===== src/rtl/sbox_bram_pkg.sv =====
// Shared definitions for the S-box table loader.
//   - state_e: loader FSM states (IDLE, LOAD, VERIFY, CHECK)
//   - DEFAULT_AW / DEFAULT_DW / DEFAULT_RD_LAT: default BRAM geometry
//   - rotl1: one-bit circular left rotate inside a w-bit field. This is the
//     step of the rotate-XOR table checksum, so any model of the checksum
//     can call the same function.
package sbox_bram_pkg;

  localparam int DEFAULT_AW     = 10;
  localparam int DEFAULT_DW     = 8;
  localparam int DEFAULT_RD_LAT = 2;

  typedef enum logic [1:0] {
    IDLE   = 2'd0,
    LOAD   = 2'd1,
    VERIFY = 2'd2,
    CHECK  = 2'd3
  } state_e;

  // Rotates the low w bits of v left by one. Bits above w come back as zero.
  // w must lie in 1..63.
  function automatic logic [63:0] rotl1(input logic [63:0] v, input int w);
    logic [63:0] mask;
    mask  = (64'd1 << w) - 64'd1;
    rotl1 = ((v << 1) | (v >> (w - 1))) & mask;
  endfunction

endpackage


===== src/rtl/bram_table_loader_if.sv =====
// Bus bundle for bram_table_loader: the byte input stream (valid/ready)
// together with one BRAM port.
//   master: the loader side. It drives in_ready and the BRAM port controls.
//   slave : the environment side. It drives the stream and BRAM read data.
interface bram_table_loader_if
  import sbox_bram_pkg::*;
#(
  parameter int AW = DEFAULT_AW,
  parameter int DW = DEFAULT_DW
);

  logic [DW-1:0] in_data;
  logic          in_valid;
  logic          in_ready;
  logic          bram_en;
  logic          bram_we;
  logic [AW-1:0] bram_addr;
  logic [DW-1:0] bram_din;
  logic [DW-1:0] bram_dout;

  modport master (
    input  in_data, in_valid, bram_dout,
    output in_ready, bram_en, bram_we, bram_addr, bram_din
  );

  modport slave (
    output in_data, in_valid, bram_dout,
    input  in_ready, bram_en, bram_we, bram_addr, bram_din
  );

endinterface


===== src/rtl/bram_table_loader_chk.sv =====
// rot_xor_chk: DW-wide rotate-XOR checksum accumulator.
// Ports:
//   clk, rst : clock and synchronous active-high reset (clears the sum)
//   clr      : synchronous clear. It takes priority over en.
//   en       : fold din into the sum: chk <= rotl1(chk) ^ din
//   din      : byte to fold in
//   chk      : current checksum
module rot_xor_chk
  import sbox_bram_pkg::*;
#(
  parameter int DW = DEFAULT_DW
) (
  input  logic          clk,
  input  logic          rst,
  input  logic          clr,
  input  logic          en,
  input  logic [DW-1:0] din,
  output logic [DW-1:0] chk
);

  logic [DW-1:0] chk_q, chk_d;

  always_comb begin
    chk_d = chk_q;
    if (clr) begin
      chk_d = '0;
    end else if (en) begin
      chk_d = DW'(rotl1(64'(chk_q), DW)) ^ din;
    end
  end

  always_ff @(posedge clk) begin
    if (rst) begin
      chk_q <= '0;
    end else begin
      chk_q <= chk_d;
    end
  end

  assign chk = chk_q;

endmodule


===== src/rtl/bram_table_loader.sv =====
// bram_table_loader: runtime writer and verifier for one masked S-box BRAM.
// It accepts DEPTH bytes over a valid/ready stream and writes them to
// consecutive addresses from 0. It then reads the whole table back through
// the same port and compares a rotate-XOR checksum of the readback against
// the checksum taken during the load.
// Ports:
//   clk, rst : single rising-edge clock, synchronous active-high reset
//   start    : begin a load. It is only looked at in IDLE.
//   bus      : master side of bram_table_loader_if. It carries the byte
//              stream (in_data/in_valid/in_ready) and the BRAM port
//              (bram_en/we/addr/din registered, bram_dout returned).
//   busy     : high while loading or verifying
//   done     : one-cycle pulse when the verify completes
//   error    : checksum mismatch. It holds until the next accepted start.
module bram_table_loader
  import sbox_bram_pkg::*;
#(
  parameter int AW     = DEFAULT_AW,
  parameter int DW     = DEFAULT_DW,
  parameter int DEPTH  = 1024,
  parameter int RD_LAT = DEFAULT_RD_LAT
) (
  input  logic                clk,
  input  logic                rst,
  input  logic                start,
  bram_table_loader_if.master bus,
  output logic                busy,
  output logic                done,
  output logic                error
);

  if (DEPTH < 1 || DEPTH > (1 << AW)) begin : g_bad_depth
    $error("bram_table_loader: DEPTH must be in 1..2**AW");
  end
  if (RD_LAT < 1) begin : g_bad_lat
    $error("bram_table_loader: RD_LAT must be at least 1");
  end

  localparam logic [1:0] S_IDLE   = IDLE;
  localparam logic [1:0] S_LOAD   = LOAD;
  localparam logic [1:0] S_VERIFY = VERIFY;
  localparam logic [1:0] S_CHECK  = CHECK;

  // Counters carry one extra bit so that DEPTH == 2**AW is reachable
  // without wrapping.
  localparam logic [AW:0] DEPTH_C = (AW+1)'(DEPTH);
  localparam logic [AW:0] LAST_C  = (AW+1)'(DEPTH - 1);

  logic [1:0]        state_q, state_d;
  logic [AW:0]       wr_cnt_q, wr_cnt_d;
  logic [AW:0]       rd_cnt_q, rd_cnt_d;
  logic [AW:0]       ret_cnt_q, ret_cnt_d;
  logic              en_q, en_d;
  logic              we_q, we_d;
  logic [AW-1:0]     addr_q, addr_d;
  logic [DW-1:0]     din_q, din_d;
  logic              error_q, error_d;
  logic [RD_LAT-1:0] vld_q, vld_d;

  logic          in_ready;
  logic          hs;
  logic          rd_pres;
  logic          ret_vld;
  logic          chk_clr;
  logic [DW-1:0] chk_w, chk_r;

  // in_ready depends only on the state, so the source may wait on it freely.
  assign in_ready = (state_q == S_LOAD);
  assign hs       = bus.in_valid & in_ready;

  // A read address is on the port this cycle. Its data comes back on
  // bram_dout RD_LAT cycles later, and that is when it leaves the vld shift
  // register.
  assign rd_pres  = en_q & ~we_q & (state_q == S_VERIFY);
  assign ret_vld  = vld_q[RD_LAT-1] & (state_q == S_VERIFY);
  assign chk_clr  = (state_q == S_IDLE) & start;

  always_comb begin
    state_d   = state_q;
    wr_cnt_d  = wr_cnt_q;
    rd_cnt_d  = rd_cnt_q;
    ret_cnt_d = ret_cnt_q;
    en_d      = 1'b0;
    we_d      = 1'b0;
    addr_d    = addr_q;
    din_d     = din_q;
    error_d   = error_q;

    vld_d    = vld_q;
    vld_d[0] = rd_pres;
    for (int i = 1; i < RD_LAT; i++) begin
      vld_d[i] = vld_q[i-1];
    end

    case (state_q)
      S_IDLE: begin
        if (start) begin
          state_d   = S_LOAD;
          wr_cnt_d  = '0;
          rd_cnt_d  = '0;
          ret_cnt_d = '0;
          error_d   = 1'b0;
        end
      end
      S_LOAD: begin
        // A cycle with no handshake leaves en/we low, so gaps stall cleanly.
        if (hs) begin
          en_d     = 1'b1;
          we_d     = 1'b1;
          addr_d   = wr_cnt_q[AW-1:0];
          din_d    = bus.in_data;
          wr_cnt_d = wr_cnt_q + 1'b1;
          if (wr_cnt_q == LAST_C) begin
            state_d = S_VERIFY;
          end
        end
      end
      S_VERIFY: begin
        // The last write is on the port during the first VERIFY cycle. The
        // first read follows it, so a read and a write never share a cycle.
        if (rd_cnt_q < DEPTH_C) begin
          en_d     = 1'b1;
          addr_d   = rd_cnt_q[AW-1:0];
          rd_cnt_d = rd_cnt_q + 1'b1;
        end
        if (ret_vld) begin
          ret_cnt_d = ret_cnt_q + 1'b1;
        end
        if (ret_cnt_q == DEPTH_C) begin
          state_d = S_CHECK;
        end
      end
      default: begin
        error_d = (chk_r != chk_w);
        state_d = S_IDLE;
      end
    endcase
  end

  always_ff @(posedge clk) begin
    if (rst) begin
      state_q   <= S_IDLE;
      wr_cnt_q  <= '0;
      rd_cnt_q  <= '0;
      ret_cnt_q <= '0;
      en_q      <= 1'b0;
      we_q      <= 1'b0;
      addr_q    <= '0;
      din_q     <= '0;
      error_q   <= 1'b0;
      vld_q     <= '0;
    end else begin
      state_q   <= state_d;
      wr_cnt_q  <= wr_cnt_d;
      rd_cnt_q  <= rd_cnt_d;
      ret_cnt_q <= ret_cnt_d;
      en_q      <= en_d;
      we_q      <= we_d;
      addr_q    <= addr_d;
      din_q     <= din_d;
      error_q   <= error_d;
      vld_q     <= vld_d;
    end
  end

  rot_xor_chk #(.DW(DW)) u_chk_w (
    .clk (clk),
    .rst (rst),
    .clr (chk_clr),
    .en  (hs),
    .din (bus.in_data),
    .chk (chk_w)
  );

  rot_xor_chk #(.DW(DW)) u_chk_r (
    .clk (clk),
    .rst (rst),
    .clr (chk_clr),
    .en  (ret_vld),
    .din (bus.bram_dout),
    .chk (chk_r)
  );

  assign bus.in_ready  = in_ready;
  assign bus.bram_en   = en_q;
  assign bus.bram_we   = we_q;
  assign bus.bram_addr = addr_q;
  assign bus.bram_din  = din_q;

  assign busy  = (state_q == S_LOAD) | (state_q == S_VERIFY);
  assign done  = (state_q == S_CHECK);
  assign error = error_q;

endmodule

===== src/flat_wrapper.sv =====
// flat-port wrapper written by rule: the top's interface ports become plain ports
module bram_table_loader_flat import sbox_bram_pkg::*;
#(
  parameter int AW     = DEFAULT_AW,
  parameter int DW     = DEFAULT_DW,
  parameter int DEPTH  = 1024,
  parameter int RD_LAT = DEFAULT_RD_LAT
)
  (clk, rst, start, busy, done, error, bus_in_data, bus_in_valid, bus_bram_dout, bus_in_ready, bus_bram_en, bus_bram_we, bus_bram_addr, bus_bram_din);
  bram_table_loader_if #(.AW(AW), .DW(DW)) bus_i ();
  input  logic clk;
  input  logic rst;
  input  logic start;
  output logic busy;
  output logic done;
  output logic error;
  input wire logic [$bits(bus_i.in_data)-1:0] bus_in_data;
  input wire logic [$bits(bus_i.in_valid)-1:0] bus_in_valid;
  input wire logic [$bits(bus_i.bram_dout)-1:0] bus_bram_dout;
  output wire logic [$bits(bus_i.in_ready)-1:0] bus_in_ready;
  output wire logic [$bits(bus_i.bram_en)-1:0] bus_bram_en;
  output wire logic [$bits(bus_i.bram_we)-1:0] bus_bram_we;
  output wire logic [$bits(bus_i.bram_addr)-1:0] bus_bram_addr;
  output wire logic [$bits(bus_i.bram_din)-1:0] bus_bram_din;
  assign bus_i.in_data = bus_in_data;
  assign bus_i.in_valid = bus_in_valid;
  assign bus_i.bram_dout = bus_bram_dout;
  assign bus_in_ready = bus_i.in_ready;
  assign bus_bram_en = bus_i.bram_en;
  assign bus_bram_we = bus_i.bram_we;
  assign bus_bram_addr = bus_i.bram_addr;
  assign bus_bram_din = bus_i.bram_din;
  bram_table_loader #(.AW(AW), .DW(DW), .DEPTH(DEPTH), .RD_LAT(RD_LAT)) u_core (.clk(clk), .rst(rst), .start(start), .bus(bus_i), .busy(busy), .done(done), .error(error));
endmodule

===== config.mk =====
export PLATFORM = sky130hd
export DESIGN_NAME = bram_table_loader_flat
export DESIGN_NICKNAME = d
export VERILOG_FILES = /design/src/rtl/sbox_bram_pkg.sv /design/src/rtl/bram_table_loader_if.sv /design/src/rtl/bram_table_loader_chk.sv /design/src/rtl/bram_table_loader.sv /design/src/flat_wrapper.sv
export SDC_FILE = /design/constraint.sdc
export NUM_CORES = 1
export LEC_CHECK = 0
export ABC_CLOCK_PERIOD_IN_PS = 2500
export BUFFER_PORTS_ARGS = -buffer_cell sky130_fd_sc_hd__buf_2
export CELL_PAD_IN_SITES_DETAIL_PLACEMENT = 1
export CELL_PAD_IN_SITES_GLOBAL_PLACEMENT = 1
export CORE_AREA = 2 2 96 98
export DETAILED_ROUTE_END_ITERATION = 10
export DIE_AREA = 0 0 98 100
export PLACE_DENSITY = 0.85
export SYNTH_ARGS = -nofsm -noshare
export SYNTH_HDL_FRONTEND = slang
export SYNTH_SLANG_ARGS = --single-unit

===== constraint.sdc =====
create_clock -name clk -period 2.5 [get_ports clk]
set_input_delay 0.125 -clock clk [delete_from_list [all_inputs] [get_ports clk]]
set_output_delay 0.125 -clock clk [all_outputs]
set_load 0.02 [all_outputs]

==> impl_metrics.tcl, run 1 <==
set metrics [dict create \
    cts_sinks 74 \
    die_w_um 98 \
    netlist_area_um2 3460 \
    vias 3042 \
    relSlewSlack_pct 61.0 \
    timing.hold.ws_ps 14.4 \
    cts_root_buf "clkbuf_8" \
    synth_edf_count 0 \
    tns_ps 0 \
    drive_gt1_share_pct 16.4 \
    max_clock_freq_ghz 0.429 \
    yosysWarnings 0 \
    cts_buffers 9 \
    outcome "finished, final reports clean" \
    grt_overflow_total 0 \
    fin_crit_ps 2330 \
    stdcell_area_um2 4050 \
    final_cell_mix "dfxtp_1, nor2_1, buf_2, nand2_1, a21oi_1" \
    dieArea_um2 9800 \
    dp.cells 543 \
    core_area_um2 8890 \
    numPortBuffers 43 \
    first_iter_violations 86 \
    antenna_found_initial 0 \
    syn_nets 428 \
    pre_cts_slack_ps 222 \
    globalRouteTotalUtil_pct 19.0 \
    clock_skew_ps 8.80 \
    peakVddDrop_uv 360 \
    cp.required_ps 2790 \
    die_h_um 100 \
    cts_tree "done" \
    route.detailed.drc 0 \
    postRouteAntennaNets 0 \
    async_reset_ff_share_pct 0 \
    cap_violations 0 \
    post-cts-setup-buffer-count 0 \
    worstPathArrival_ps 2620 \
    initial_core_util_pct 38.9 \
    synth_flop_cell "dfxtp_1" \
    synth-seq-cells 74 \
    period_share_pct 93.2 \
    worstSetupPathType "reg2reg" \
    place_hpwl_mm 6.40 \
    place.gp.congestion 0.795 \
    holdBufCountCts 2 \
    leakage_nw 1.42 \
    diodes 0 \
    worst-path-max-fanout 10 \
    crit_path_end_kind "flip-flop" \
    crit_path_start_kind "flip-flop" \
    finalPower_mw 3.79 \
    first_pass_iters 6 \
    final_util_pct 45.6 \
    setup_viol 0 \
    timing.final.hold_violations 0 \
    rows 35 \
    worstMarginPinSlew_ps 578 \
    syn_inst 400 \
    synth.avg_cell_area_um2 8.64 \
    ys_seq_area_share_pct 42.9 \
    final_common_cell "dfxtp_1" \
    viasPerCell 5.42 \
    rsz0062_at_grt "no" \
    totalWireLength_mm 8.83 \
    clk_latency_ps 360 \
    final_cells 561 \
    drv_slew 0 \
    wire_per_inst_um 15.7 \
    num_io_pins 44 \
    grt_max_degree 33 \
    postLayoutSetupSlackWorst_ps 169 \
    grt_pass1_vias 3025 \
    area_growth_pct 17.2 \
    clockBufferDepth 2 \
    dpl-instance-area_um2 3800 \
    p_per_area_nw_per_um2 936 \
    htree_levels 3 \
    synth_cell_types 42 \
    grt_pass1_wl_mm 14.9 \
    min_path_type "in2reg" \
    cts_resized 0 \
    clk_pin_slew_ps 90 \
    nNetsFinal 473 \
]
-- cell families (layout without fill, tap and decap cells) --
group / Yosys count / after routing / share of synthesized area (%)
flops: 74 / 74 / 42.9
buf+inv: 33 / 83 / 3.91
compound gates: 89 / 89 / 16.0
simple gates: 150 / 150 / 22.2
mux: 13 / 13 / 3.80
fa+ha+maj: 8 / 8 / 2.90
xor+xnor: 33 / 33 / 8.36
-- synthesized netlist by cell type (2+ instances only) --
master    count  area share, %
dfxtp_1      74             43
nor2_1       43            4.7
nand2_1      32            3.5
a21oi_1      29            4.2
xnor2_1      28            7.1
a211oi_1     27            5.9
o21ai_0      19            2.8
clkbuf_1     16            1.7
nand4_1      15            2.7
mux2i_1      12            3.5
or3_1        12            2.2
inv_1        11            1.2
nand2b_1      9            1.6
ha_1          8            2.9
nand3_1       7            1.0
and2_1        6            1.1
or4_1         5            1.1
xor2_1        5            1.3
and3_1        4           0.72
buf_2         3           0.43
nor2b_1       3           0.54
nor3b_1       3           0.65
nor4_1        3           0.54
o31ai_1       3           0.65
a22oi_1       2           0.43
and4_1        2           0.51
buf_1         2           0.22
nor4b_1       2           0.51
o22ai_1       2           0.36
-- registers in the layout, summed over array words and instances, names as in the netlist --
signal and count:
u_core.error 1, u_core.wr_cnt_q 11, u_core.rd_cnt_q 11, u_core.bus.bram_we 1, u_core.vld_q 2, u_core.u_chk_r.chk 8, u_core.ret_cnt_q 11, u_core.bus.bram_addr 10
u_core.bus.bram_din 8, u_core.u_chk_w.chk 8, u_core.state_q 2, u_core.bus.bram_en 1
-- routing by layer --
layer | wire, um | GRT usage (%)
met1 | 3970 | 22.9
met2 | 4390 | 32.5
met3 | 252 | 3.90
met4 | 219 | 9.29
met5 | 0 | 0
-- final timing paths --
kind                            from                     end  slack (ps)  cells after the start
setup / recovery   u_core.state_q[1]      u_core.wr_cnt_q[9]         170                      6
hold / removal        bus_in_data[5]  u_core.bus.bram_din[5]          10                      3
setup reg to reg   u_core.state_q[1]      u_core.wr_cnt_q[9]         170                      6
hold reg to reg   u_core.bus.bram_we         u_core.vld_q[0]         420                      1
-- critical path, cell delays in order (launching register included) --
cell and delay, ps:
dfxtp_1 390, inv_1 90, ha_1 310, nor2b_4 200
or4_1 660, or4_1 450, a21oi_1 160
-- report_power, final --
part | leakage [nW] | switching, mW | internal, mW
clock network | 0.106 | 0.479 | 0.568
logic | 0.712 | 0.836 | 0.474
registers | 0.599 | 0.103 | 1.33
total | 1.42 | 1.42 | 2.37
-- layout make-up --
cell class | instances | area (um^2)
fillers | 1079 | 4840
multi-input cells | 293 | 1850
flip-flops and latches | 74 | 1480
repair buffers | 56 | 318
well taps | 111 | 139
clock buffers | 9 | 124
clock inverters | 7 | 101
inverters | 11 | 41.3
No activity file was read; power rests on OpenSTA's default activity.
==> run 2, diff against run 1 <==
Settings changed: BUFFER_PORTS_ARGS -buffer_cell sky130_fd_sc_hd__buf_2 to not set, DONT_BUFFER_PORTS set to 1, PLACE_DENSITY 0.85 to 0.79.
==> run 2 against run 1 <==
- register-to-register slack gained 30 ps
- sequential power grew 11%
- maximum frequency increased by 1.4%
- largest cell class unchanged
- highest routed layer unchanged
==> impl_metrics.tcl, run 2 (synthesized netlist as in run 1, its figures left out) <==
set metrics [dict create \
    vias 2930 \
    multiInputGateArea_um2 1850 \
    die_w_um 98 \
    viasPerCell 5.49 \
    final_common_cell "dfxtp_1" \
    fin_crit_ps 2300 \
    rsz0062_at_grt "no" \
    reg_top3 "u_core.rd_cnt_q (11), u_core.ret_cnt_q (11), u_core.wr_cnt_q (11)" \
    clockBufferDepth 2 \
    cts_root_buf "clkbuf_8" \
    p_per_area_nw_per_um2 925 \
    crit_path_end_kind "flip-flop" \
    dpl-instance-area_um2 3580 \
    worstSetupPathType "reg2reg" \
    totalWireLength_mm 9.12 \
    timing.hold.ws_ps 44.9 \
    timing.final.hold_violations 0 \
    period_share_pct 91.9 \
    leakage_nw 1.29 \
    clock_skew_ps 12.5 \
    outcome "finished, final reports clean" \
    wire_per_inst_um 17.1 \
    route.detailed.drc 0 \
    area_growth_pct 15.6 \
    clk_latency_ps 370 \
    p_sw_share_pct 37.7 \
    num_io_pins 44 \
    min_path_type "in2reg" \
    cp.required_ps 2800 \
    peakVddDrop_uv 347 \
    dieArea_um2 9800 \
    internal-power_mw 2.30 \
    tns_ps 0 \
    cap_violations 0 \
    finalPower_mw 3.70 \
    max_clock_freq_ghz 0.435 \
    diodes 0 \
    grt_max_degree 31 \
    final_cell_mix "dfxtp_1, nor2_1, nand2_1, a21oi_1, xnor2_1" \
    grt_overflow_total 0 \
    drv_slew 0 \
    cts_buffers 9 \
    place.gp.congestion 0.786 \
    crit_path_start_kind "flip-flop" \
    antenna_found_initial 0 \
    setup_viol 0 \
    worstMarginPinSlew_ps 1170 \
    clk_pin_slew_ps 90 \
    place_hpwl_mm 6.38 \
    globalRouteTotalUtil_pct 19.5 \
    fill_cells 1040 \
    postRouteAntennaNets 0 \
    ff_latch_area_um2 1480 \
    nNetsFinal 446 \
    power_frac_seq_pct 43.1 \
    numPortBuffers 0 \
    first_iter_violations 72 \
    die_h_um 100 \
    worstPathArrival_ps 2600 \
    clockPowerShare_pct 28.9 \
    final_util_pct 45.0 \
    worst-path-max-fanout 11 \
    rows 35 \
    initial_core_util_pct 38.9 \
    htree_levels 3 \
    first_pass_iters 4 \
    grt_pass1_wl_mm 15.2 \
    comb_power_share_pct 28.0 \
    grt_pass1_vias 3085 \
    drive_gt1_share_pct 7.09 \
    p_switching_mw 1.40 \
    cts_sinks 74 \
    stdcell_area_um2 4000 \
    core_area_um2 8890 \
    relSlewSlack_pct 21.8 \
    cts_tree "done" \
]
run 2: per-stage QoR:
step / std cells / setup slack [ps]
2_1_floorplan: 400 / 302
3_3_place_gp: 499 / 327
3_5_place_dp: 499 / 235
4_1_cts: 534 / 197
5_1_grt: 534 / 22.4
6_report: 534 / 202
run 2: metal layers:
metal / up-vias / track usage, % / part of all wire (%)
met5: - / 0 / 0
met4: 0 / 6.73 / 1.5
met3: 12 / 3.76 / 2.6
met2: 30 / 36.1 / 53
met1: 1437 / 22.4 / 43
li1: 1451 / - / -
run 2: final timing paths:
| path | from | endpoint | slack [ps] | cells past startpoint |
|---|---|---|---|---|
| max | u_core.state_q[0] | u_core.rd_cnt_q[8] | 200 | 7 |
| min | rst | u_core.vld_q[0] | 40 | 2 |
| max reg2reg | u_core.state_q[0] | u_core.rd_cnt_q[8] | 200 | 7 |
| min reg2reg | u_core.vld_q[0] | u_core.vld_q[1] | 450 | 1 |
run 2: layout make-up:
cell class	instances	share of cell area, %
Clock buffer	9	3.10
Sequential cell	74	37.1
Timing Repair Buffer	29	6.64
Tap cell	111	3.48
Multi-Input combinational cell	293	46.2
Clock inverter	7	2.50
Inverter	11	1.03
run 2: power groups by stage:
stage | sequential [mW] | combinational (mW) | clock [mW]
3_5_place_dp | 1.62 | 1.00 | 0
3_3_place_gp | 1.61 | 0.948 | 0
6_report | 1.59 | 1.04 | 1.07
5_1_grt | 1.61 | 1.16 | 1.14
2_1_floorplan | 1.58 | 0.756 | 0
4_1_cts | 1.60 | 1.05 | 1.09
run 2: critical path: stages, from the launching register on:
cell and delay [ps]:
dfxtp_1 390, inv_1 80, ha_1 250, buf_4 160
mux2_2 330, nand4_1 350, nor3_1 430, mux2i_1 230
run 2: timing repair:
| item | 4_1_cts | 5_1_grt |
|---|---|---|
| buffers inserted | 0 | 0 |
| gates resized for setup | 0 | 0 |
| hold endpoints to repair | 46 | 0 |
| hold buffers | 19 | 0 |
